$ cat config.mk
export PLATFORM = sky130hd
export DESIGN_NAME = uart_tx_fifo
export DESIGN_NICKNAME = d
export VERILOG_FILES = /design/src/rtl/uart_pkg.sv /design/src/rtl/uart_fifo.sv /design/src/rtl/uart_tx_fifo.sv
export SDC_FILE = /design/constraint.sdc
export NUM_CORES = 1
export LEC_CHECK = 0
export CAP_MARGIN = 15
export CORE_ASPECT_RATIO = 0.6
export CORE_MARGIN = 10
export CORE_UTILIZATION = 49
export CTS_CLUSTER_DIAMETER = 120
export CTS_CLUSTER_SIZE = 40
export DETAILED_ROUTE_END_ITERATION = 6
export PLACE_DENSITY = 0.67
export SLEW_MARGIN = 10
export SYNTH_ARGS = -nofsm -noshare
export SYNTH_HDL_FRONTEND = slang
export SYNTH_SLANG_ARGS = --single-unit
export TNS_END_PERCENT = 50
$ cat constraint.sdc
create_clock -name clock -period 11.9 [get_ports clock]
set_input_delay 1.19 -clock clock [delete_from_list [all_inputs] [get_ports clock]]
set_output_delay 1.19 -clock clock [all_outputs]
set_load 0.02 [all_outputs]
$ cat src/rtl/uart_pkg.sv
// uart_pkg: shared FSM states, parity encodings and default bit timing for the UART transmitter
package uart_pkg;
  localparam int CLK_FREQ = 50_000_000;
  localparam int BAUDRATE = 115_200;
  localparam int DEFAULT_DIV = CLK_FREQ / BAUDRATE - 1;
  localparam logic [1:0] PAR_NONE = 2'b00;
  localparam logic [1:0] PAR_EVEN = 2'b01;
  localparam logic [1:0] PAR_ODD = 2'b10;
  typedef enum logic [2:0] {IDLE, START, DATA, PARITY, STOP} tx_state_e;
  function automatic logic par_en(input logic [1:0] p);
    return p == PAR_EVEN || p == PAR_ODD;
  endfunction
endpackage

$ cat src/rtl/uart_fifo.sv
// uart_fifo: synchronous FIFO with occupancy count and fall-through read data
module uart_fifo #(
  parameter int DEPTH = 16,
  parameter int WIDTH = 8
) (
  input  logic                     clock,
  input  logic                     reset,
  input  logic                     push,
  input  logic                     pop,
  input  logic [WIDTH-1:0]         wdata,
  output logic [WIDTH-1:0]         rdata,
  output logic [$clog2(DEPTH):0]   count
);
  localparam int AW = $clog2(DEPTH);
  logic [WIDTH-1:0] mem [DEPTH];
  logic [AW-1:0] wptr, rptr;
  logic do_push, do_pop;
  assign do_push = push && count != (AW+1)'(DEPTH);
  assign do_pop = pop && |count;
  assign rdata = mem[rptr];
  always_ff @(posedge clock)
    if (do_push) mem[wptr] <= wdata;
  always_ff @(posedge clock or posedge reset)
    if (reset) begin
      wptr <= '0;
      rptr <= '0;
      count <= '0;
    end else begin
      if (do_push) wptr <= wptr + 1'b1;
      if (do_pop) rptr <= rptr + 1'b1;
      count <= count + (AW+1)'(do_push) - (AW+1)'(do_pop);
    end
endmodule

$ cat src/rtl/uart_tx_fifo.sv
// uart_tx_fifo: buffered UART transmitter with per-frame divisor, width, parity and stop-bit config
module uart_tx_fifo
  import uart_pkg::*;
#(
  parameter int FIFO_DEPTH = 16,
  parameter int DIV_WIDTH = 16
) (
  input  logic                          clock,
  input  logic                          reset,
  input  logic                          tx_valid,
  input  logic [7:0]                    tx_data,
  output logic                          tx_ready,
  input  logic [DIV_WIDTH-1:0]          cfg_div,
  input  logic [1:0]                    cfg_bits,
  input  logic [1:0]                    cfg_parity,
  input  logic                          cfg_stop2,
  output logic                          uart_tx,
  output logic                          busy,
  output logic [$clog2(FIFO_DEPTH):0]   fifo_count
);
  localparam int CW = $clog2(FIFO_DEPTH) + 1;
  tx_state_e state, state_n;
  logic [DIV_WIDTH-1:0] baud, baud_n, f_div, f_div_n;
  logic [2:0] bit_cnt, bit_cnt_n;
  logic [7:0] sh, sh_n, head;
  logic [1:0] f_bits, f_bits_n, f_par, f_par_n;
  logic par, par_n, f_stop2, f_stop2_n, pop, tick, avail, tx_n;
  assign tick = baud == '0;
  assign avail = |fifo_count;
  assign tx_ready = fifo_count != CW'(FIFO_DEPTH);
  uart_fifo #(.DEPTH(FIFO_DEPTH), .WIDTH(8)) u_fifo (
    .clock(clock),
    .reset(reset),
    .push(tx_valid && tx_ready),
    .pop(pop),
    .wdata(tx_data),
    .rdata(head),
    .count(fifo_count)
  );
  always_comb begin
    state_n = state;
    baud_n = tick ? f_div : baud - 1'b1;
    bit_cnt_n = bit_cnt;
    sh_n = sh;
    par_n = par;
    f_div_n = f_div;
    f_bits_n = f_bits;
    f_par_n = f_par;
    f_stop2_n = f_stop2;
    pop = 1'b0;
    case (state)
      IDLE: pop = avail;
      START: if (tick) begin
        state_n = DATA;
        bit_cnt_n = '0;
      end
      DATA: if (tick) begin
        par_n = par ^ sh[0];
        sh_n = sh >> 1;
        bit_cnt_n = bit_cnt + 1'b1;
        if (bit_cnt == {1'b0, f_bits} + 3'd4) begin
          state_n = par_en(f_par) ? PARITY : STOP;
          bit_cnt_n = '0;
        end
      end
      PARITY: if (tick) begin
        state_n = STOP;
        bit_cnt_n = '0;
      end
      STOP: if (tick) begin
        if (f_stop2 && bit_cnt == '0) bit_cnt_n = 3'd1;
        else begin
          pop = avail;
          state_n = IDLE;
        end
      end
      default: state_n = IDLE;
    endcase
    // A pop always starts a fresh frame with freshly latched configuration
    if (pop) begin
      state_n = START;
      sh_n = head;
      par_n = cfg_parity == PAR_ODD;
      f_div_n = cfg_div;
      f_bits_n = cfg_bits;
      f_par_n = cfg_parity;
      f_stop2_n = cfg_stop2;
      baud_n = cfg_div;
    end
    tx_n = state_n == START ? 1'b0 : state_n == DATA ? sh_n[0] : state_n == PARITY ? par_n : 1'b1;
  end
  always_ff @(posedge clock or posedge reset)
    if (reset) begin
      state <= IDLE;
      baud <= '0;
      bit_cnt <= '0;
      sh <= '0;
      par <= 1'b0;
      f_div <= '0;
      f_bits <= '0;
      f_par <= PAR_NONE;
      f_stop2 <= 1'b0;
      uart_tx <= 1'b1;
      busy <= 1'b0;
    end else begin
      state <= state_n;
      baud <= baud_n;
      bit_cnt <= bit_cnt_n;
      sh <= sh_n;
      par <= par_n;
      f_div <= f_div_n;
      f_bits <= f_bits_n;
      f_par <= f_par_n;
      f_stop2 <= f_stop2_n;
      uart_tx <= tx_n;
      busy <= state_n != IDLE;
    end
endmodule

==> reports/metrics.yaml, run 1 <==
run_status:
  status: "complete, no violations"
place:
  place_area_sq_um: 8930
  place_congestion: 0.827
  hpwlAfterDp_mm: 11.9
  dp_slack_ns: 7.36
  post-place-cells: 814
  port_buffers: 39
sta:
  layout_setup_ws_ns: 7.33
  max_freq_ghz: 0.219
  finClkSkew_ns: 0.0182
  timing.hold.ws_ns: 0.474
  rsz0062_at_grt: "no"
  tns_ns: 0
  max-slew-margin-rel_pct: 20.6
  finalHoldViolCount: 0
  tightest_slew_ns: 1.19
  fin_crit_ns: 4.57
  final_max_slew_viol_count: 0
  min_period_over_period_pct: 38.4
  setup_viol: 0
synth:
  syn_inst: 567
  synth_edf_count: 128
  synthesis.nets: 614
  synthTopCellsByCount: "edfxtp_1 (128), nand2_1 (89), dfrtp_1 (66)"
  synth.most_common_cell: "edfxtp_1"
  synth_area_leaders: "edfxtp_1 (46%), dfrtp_1 (20%), mux4_2 (11%)"
  synth_largest_area_cell: "edfxtp_1"
  synth_seq_cells: 195
  synth.distinct_cells: 53
  async_flop_share_pct: 34.4
  yosys_warnings: 0
  ys_seq_area_share_pct: 66.4
  synth_top_cell_area_share_pct: 46.2
  synthFlopType: "edfxtp_1"
  syn_avg_cell_area_sq_um: 14.7
  synthesis.area_sq_um: 8320
pwr:
  powerDensity_nw_per_um2: 187
  pwr-share-clk_pct: 31.7
  p_sw_w: 0.000502
  pwr-share-comb_pct: 18.9
  p_seq_share_pct: 49.4
  vdd_drop_max_mv: 0.0860
  leakage_nw: 3.46
  p_int_w: 0.00128
  swShare_pct: 28.3
worst_setup_path:
  r2r_start: "baud[0]"
  critPathKind: "reg2reg"
  path_cells: "inv_1 > ha_1 > or3b_4 > or4_4 > or4_1 > a21o_1 > inv_2 > ha_1 > inv_1 > ha_1 > inv_1 > fa_1 > inv_1 > a21oi_1 > nor2_1 > nor2_1 > xnor2_1"
  cp_data_arrival_time_ns: 4.88
  worst_path_most_repeated_cell: "inv_1"
  rrSetupSlack_ns: 7.33
  cp-start-kind: "flop"
  critical_path.max_stage_delay_ns: 0.61
  reg2regPathDepth: 17
  critPathCapture: "u_fifo.count[4]"
  path_max_fanout: 48
  critPathCaptureType: "flop"
  crit_path_start: "baud[0]"
  critPathRequiredTime_ns: 12.21
  cp_slowest_cell: "or4_1"
  timing.rr.end: "u_fifo.count[4]"
clock_network:
  ctsHoldBuffers: 0
  post_cts_buffers: 0
  clk_latency_ns: 0.43
  clock_path_buffers: 2
  ctsResizeCount: 0
  cts_buffers: 17
  tritoncts: "done"
  cts_max_level: 4
  cts-root-buf: "clkbuf_16"
  clkTransAtPathRegs_ns: 0.07
  clock_sinks: 195
global_route:
  globalRoute.totalOverflow: 0
  grt_pass1_wl_mm: 28.0
  grt_max_degree: 68
  antenna_found_initial: 0
  grt_pass1_vias: 4740
  grtUsageTotal_pct: 16.0
layout:
  diodes: 0
  stdcell_count: 846
  fin_nets: 652
  drive_gt1_share_pct: 14.9
  fillers: 1271
  stdcell_area_sq_um: 9520
  areaGrowthSynthToFinish_pct: 14.3
drt:
  wl_per_cell_um: 21.1
  dr.pass1.iters: 5
  ant_nets: 0
  drc: 0
  first_iter_violations: 612
  drt_wl_total_mm: 17.8
  vias: 4894
  viasPerCell: 5.78
run:
  drv_cap: 0
die:
  core-area_sq_um: 16400
  die_w_um: 188
  io_pins: 40
  rows: 36
  die_h_um: 121
  start_util_pct: 50.6
  die-area_sq_um: 22800
min_path:
  min_path_type: "reg2reg"
-- critical path: cells and delay by family, from the launching register on --
kind            cells  cell delay [ns]
xor+xnor            1             0.12
buf+inv             5             0.83
compound gates      2             0.29
flops               1             0.42
simple gates        5             1.69
fa+ha+maj           4             1.10
-- state kept, by name, summed over array words and instances, names as in the netlist --
register,cells
u_fifo.mem,128
f_div,16
f_par,2
f_stop2,1
u_fifo.count,5
sh,8
baud,16
uart_tx,1
u_fifo.wptr,4
busy,1
f_bits,2
state,3
bit_cnt,3
par,1
u_fifo.rptr,4
-- cells by family (layout without fill, tap and decap cells) --
logic type / after synthesis / after routing / synth area share, %
fa+ha+maj: 15 / 15 / 2.35
flops: 195 / 195 / 66.4
buf+inv: 53 / 104 / 2.63
xor+xnor: 23 / 23 / 2.42
simple gates: 166 / 166 / 9.44
compound gates: 64 / 64 / 4.65
mux: 51 / 51 / 12.2
-- final cells by class --
type                            count  area, sq um  area share, %
Sequential cell                   195         5520           58.1
Multi-Input combinational cell    319         2580           27.1
Clock buffer                       21          493           5.18
Timing Repair Buffer               47          450           4.73
Tap cell                          228          285           3.00
Inverter                           25         93.8          0.986
Clock inverter                     11         87.6          0.920
-- worst min path at each step --
stage	startpoint	end	slack, ns	cells after the start
floorplan	f_div[0]	f_div[0]	0.44	2
global placement	f_div[12]	f_div[12]	0.46	2
detailed placement	f_div[12]	f_div[12]	0.46	2
CTS	f_div[12]	f_div[12]	0.48	2
global route	f_div[10]	f_div[10]	0.50	2
finish	f_div[12]	f_div[12]	0.47	2
-- layer usage --
metal	track usage (%)	wire (um)	part of all wire, %
met1	25.0	9110	51
met2	21.8	7460	42
met3	3.47	1110	6.2
met4	4.63	150	0.84
met5	0	0	0
-- through the flow --
stage	total power (W)	util, %
5_1_grt	0.00186	57.9
2_1_floorplan	0.00111	-
3_5_place_dp	0.00123	54.3
6_report	0.00178	57.9
3_3_place_gp	0.00121	54.3
4_1_cts	0.00178	57.9
-- cells in the final DEF, fill, tap and decap left out, drive strengths merged, types with 2 or more instances in the layout --
| master | count |
|---|---|
| edfxtp | 128 |
| nand2 | 89 |
| dfrtp | 66 |
| mux4 | 40 |
| clkdlybuf4s50 | 39 |
| o21ai | 32 |
| inv | 30 |
| nor2 | 24 |
| clkbuf | 21 |
| xnor2 | 17 |
| ha | 14 |
| a21oi | 12 |
| mux2i | 10 |
| and2 | 8 |
| buf | 8 |
| or4 | 7 |
| or3 | 7 |
| nor4 | 7 |
| xor2 | 6 |
| nor3 | 6 |
| clkinv | 6 |
| nand3 | 4 |
| nand4 | 4 |
| nand2b | 3 |
| a31oi | 3 |
| a21o | 2 |
| nand3b | 2 |
| o31ai | 2 |
| o31a | 2 |
| nor3b | 2 |
| o41ai | 2 |
| a221o | 2 |
| o211ai | 2 |
-- power by group through the flow --
stage               logic [W]  registers (W)  clock network, W
floorplan            0.000233       0.000874                 0
global placement     0.000329       0.000885                 0
detailed placement   0.000336       0.000892                 0
CTS                  0.000340       0.000878          0.000565
global route         0.000368       0.000890          0.000597
finish               0.000336       0.000879          0.000563
Power figures use the tool's default switching activity.
==> inputs of run 2 (changes only) <==
Settings changed: PLACE_DENSITY 0.67 to 0.7.
Clock period 11.9 ns to 3.95 ns, I/O delays scaled along.
==> reports/metrics.yaml, run 2 (synthesized netlist as in run 1, its figures left out) <==
run_status:
  status: "complete, no violations"
worst_setup_path:
  path_cells: "inv_1 > ha_2 > or3b_4 > or4_4 > or4_4 > a21o_1 > inv_2 > ha_1 > inv_1 > ha_1 > inv_1 > fa_2 > inv_1 > a21oi_1 > nor2_1 > nor2_1 > xnor2_1"
  cp_slowest_cell: "or4_4"
  worst_path_most_repeated_cell: "inv_1"
  cp_top_family: "simple AND/OR/NAND/NOR gates"
  critical_path_buf_inv_count: 5
  critPathKind: "reg2reg"
  path_max_fanout: 6
  critPathRequiredTime_ns: 4.26
  cp-start-kind: "flop"
  critPathCaptureType: "flop"
  cp_data_arrival_time_ns: 4.08
  critical_path.max_stage_delay_ns: 0.57
sta:
  final_max_slew_viol_count: 0
  rsz0062_at_grt: "no"
  max-slew-margin-rel_pct: 18.1
  setup_viol: 0
  finClkSkew_ns: 0.0111
  tightest_slew_ns: 1.22
  max_freq_ghz: 0.265
  fin_crit_ns: 3.78
  min_period_over_period_pct: 95.6
  tns_ns: 0
  finalHoldViolCount: 0
pwr:
  p_total_w: 0.00541
  powerDensity_nw_per_um2: 563
  leakage_nw: 3.51
  p_int_w: 0.00387
  vdd_drop_max_mv: 0.407
  swShare_pct: 28.5
  pwr-share-comb_pct: 19.1
  pwr-share-clk_pct: 31.7
  p_sw_w: 0.00154
  p_seq_share_pct: 49.2
clock_network:
  tritoncts: "done"
  cts-root-buf: "clkbuf_16"
  clk_latency_ns: 0.43
  ctsHoldBuffers: 0
  clock_sinks: 195
  clkTransAtPathRegs_ns: 0.07
  cts_buffers: 17
  clock_path_buffers: 2
  cts_max_level: 4
drt:
  first_iter_violations: 473
  dr.pass1.iters: 5
  viasPerCell: 5.67
  drt_wl_total_mm: 17.8
  drc: 0
  vias: 4852
  wl_per_cell_um: 20.8
  ant_nets: 0
die:
  die-area_sq_um: 22800
  start_util_pct: 50.6
  rows: 36
  io_pins: 40
  die_w_um: 188
  core-area_sq_um: 16400
  die_h_um: 121
layout:
  diodes: 0
  final_cell_mix: "edfxtp_1 (128), nand2_1 (89), dfrtp_1 (64), mux4_2 (40), clkdlybuf4s50_1 (39)"
  fin_nets: 661
  final_util_pct: 58.5
  drive_gt1_share_pct: 17.1
  areaGrowthSynthToFinish_pct: 15.5
  layout_commonest_cell: "edfxtp_1"
  regMostFlops: "u_fifo.mem"
  stdcell_area_sq_um: 9610
  reg_top3: "u_fifo.mem x128, baud x16, f_div x16"
  largest_register_ffs: 128
min_path:
  min_path_type: "in2async"
run:
  drv_cap: 0
global_route:
  grt_max_degree: 48
  antenna_found_initial: 0
  globalRoute.totalOverflow: 0
  grtUsageTotal_pct: 15.8
  grt_pass1_wl_mm: 27.7
  grt_pass1_vias: 4803
place:
  place_congestion: 0.809
  hpwlAfterDp_mm: 11.9
  port_buffers: 39
  place_area_sq_um: 8980
## run 2: cell types whose count changed in the layout (fill, tap and decap cells not counted), sizes merged
cell and delta:
buf +9, bufinv +1, clkbuf -3, clkinv -2, inv +4
## run 2: cell type report
class / instances / area [sq um]
clock buffers: 18 / 450
clock inverters: 14 / 136
fillers: 1237 / 6830
inverters: 25 / 93.8
multi-input cells: 319 / 2600
flip-flops and latches: 195 / 5520
well taps: 228 / 285
repair buffers: 56 / 518
## run 2: path summary, 6_finish.rpt
path                       startpoint               to  slack [ns]  depth (start not counted)
min in group clock           f_div[8]         f_div[8]        0.47                          2
hold / removal                  reset             busy        0.39                          2
setup reg to reg              baud[0]  u_fifo.count[4]        0.17                         17
setup / recovery              baud[0]  u_fifo.count[4]        0.17                         17
hold reg to reg              f_div[8]         f_div[8]        0.47                          2
max in group asynchronous       reset   u_fifo.rptr[0]        2.77                          3
## run 2: metrics by stage
stage	hold slack, ns	setup slack [ns]	std cells
after floorplan	0.440	0.00583	567
after global placement	0.453	0.239	819
final	0.394	0.174	855
after detailed placement	0.461	0.146	819
after CTS	0.403	0.112	851
after global routing	0.450	0.0208	855
## run 2: what timing repair did
action	in CTS	in global routing
buffers inserted	0	4
hold endpoints to repair	0	0
setup endpoints to repair	0	1
gates resized for setup	0	3
## run 2: power by group through the flow
stage	Combinational (W)	Sequential (W)	Clock [W]
2_1_floorplan	0.000702	0.00263	0
3_3_place_gp	0.000978	0.00267	0
3_5_place_dp	0.00101	0.00270	0
4_1_cts	0.00102	0.00266	0.00174
5_1_grt	0.00114	0.00269	0.00182
6_report	0.00103	0.00267	0.00171
## run 2: per-layer routing
| layer | part of all wire (%) | GRT usage, % |
|---|---|---|
| met4 | 0.99 | 3.33 |
| met3 | 7.1 | 4.76 |
| met2 | 44 | 22.9 |
| met5 | 0 | 0 |
| met1 | 48 | 23.1 |
==> RTL edit: new RTL, settings of run 1 <==
`FIFO_DEPTH`: 16 -> 32.
--- a/src/rtl/uart_tx_fifo.sv
+++ b/src/rtl/uart_tx_fifo.sv
@@ -3,5 +3,5 @@
   import uart_pkg::*;
 #(
-  parameter int FIFO_DEPTH = 16,
+  parameter int FIFO_DEPTH = 32,
   parameter int DIV_WIDTH = 16
 ) (
Interface: changed (resized fifo_count); port bits go from 40 to 41. No check against the original RTL was run, so the function may have changed too.
==> RTL edit against run 1 <==
Non-clock buffer count is 4 higher; area after synthesis is 62% higher; combinational power is 30% higher; synthesized cell count is 46% higher; worst setup slack better by 140 ps; critical path depth is 2 lower; final area is 54% higher; power is 35% higher; wire length is 60% higher; highest routed layer unchanged; sequential cell count is 131 higher; cell count is 44% higher; count of clock-buffer cells in the layout is 2 lower.
==> RTL edit: results (changes against run 1) <==
outcome:
  status: "finished, final reports clean"
cells_and_area:
  clockNetworkAreaShare_pct: 2.58  # -3.5 points
  multiInputCombCellCount: 439  # +38%
  fin_util_pct: 54.7  # -3.2 points
  drive_gt1_share_pct: 12.9  # -2.0 points
  buf_share_pct: 3.32  # -1.4 points
  multi_input_area_share_pct: 26.0  # -1.1 points
pwr:
  ir_worst_vdd_v: 0.000129  # +50%
  p_leak_uw: 0.00503  # +45%
synth:
  synth_seq_area_share_pct: 69.8  # +3.5 points
  synth-compound-area-share_pct: 3.87  # -0.78 points
  synth_xor_area_share_pct: 1.55  # -0.87 points
  syn_avg_cell_area_um2: 16.4  # +12%
  synthArstFlopShare_pct: 21.5  # -13 points
  syn_nets: 875  # +43%
  muxShareOfSynthArea_pct: 13.6  # +1.5 points
setup_path:
  reg2reg_to: "u_fifo.count[5]"
  path_max_fanout: 44  # -8.3%
  cpMaxStageDelayCell: "or4_4"
  ff2ff_setup_slack_ps: 7470  # +140 ps
sta:
  tightest_slew_ps: 1150  # -36.4 ps
  clock_skew_ps: 54.7  # +36.5 ps
die:
  tap_cells: 360  # +58%
worst_hold_path:
  min_to: "f_div[2]"
placed_design:
  io_buffer_count: 40  # +2.6%
  hpwl_mm: 18.7  # +58%
  placed_area_um2: 14300  # +60%
global_routing:
  grt_max_degree: 71  # +4.4%
clocking:
  ctsHtreeMaxLevel: 1  # -3
drt:
  avgViaCountPerCell: 5.84  # +0.89%
## RTL edit: changes by cell type after synthesis, sizes merged, moves of 7 or more
cell,before,now
a21oi,12,22
a22oi,1,16
mux2i,10,38
edfxtp,128,256
mux4,40,64
buf,12,19
nor2,24,51
o21ai,32,25
## RTL edit: where the power goes
group / internal, µW / switching, µW
Sequential: 1330 / 79.5
Combinational: 191 / 246
Clock: 211 / 331
## RTL edit: worst max path at each step
stage	start	end	slack, ps
3_5_place_dp	baud[0]	u_fifo.count[5]	7450
4_1_cts	baud[0]	u_fifo.count[5]	7420
5_1_grt	baud[0]	u_fifo.count[5]	7140
6_report	baud[0]	u_fifo.count[5]	7470
3_3_place_gp	baud[0]	u_fifo.count[5]	7590
2_1_floorplan	baud[0]	u_fifo.count[5]	8340
## RTL edit: metal layers
layer / wire (µm) / up-vias / global-route usage [%]
met5: 0 / - / 0
met4: 232 / 0 / 1.98
met3: 2500 / 17 / 4.03
met2: 11700 / 257 / 22.3
met1: 14000 / 3632 / 27.2
li1: - / 3191 / -
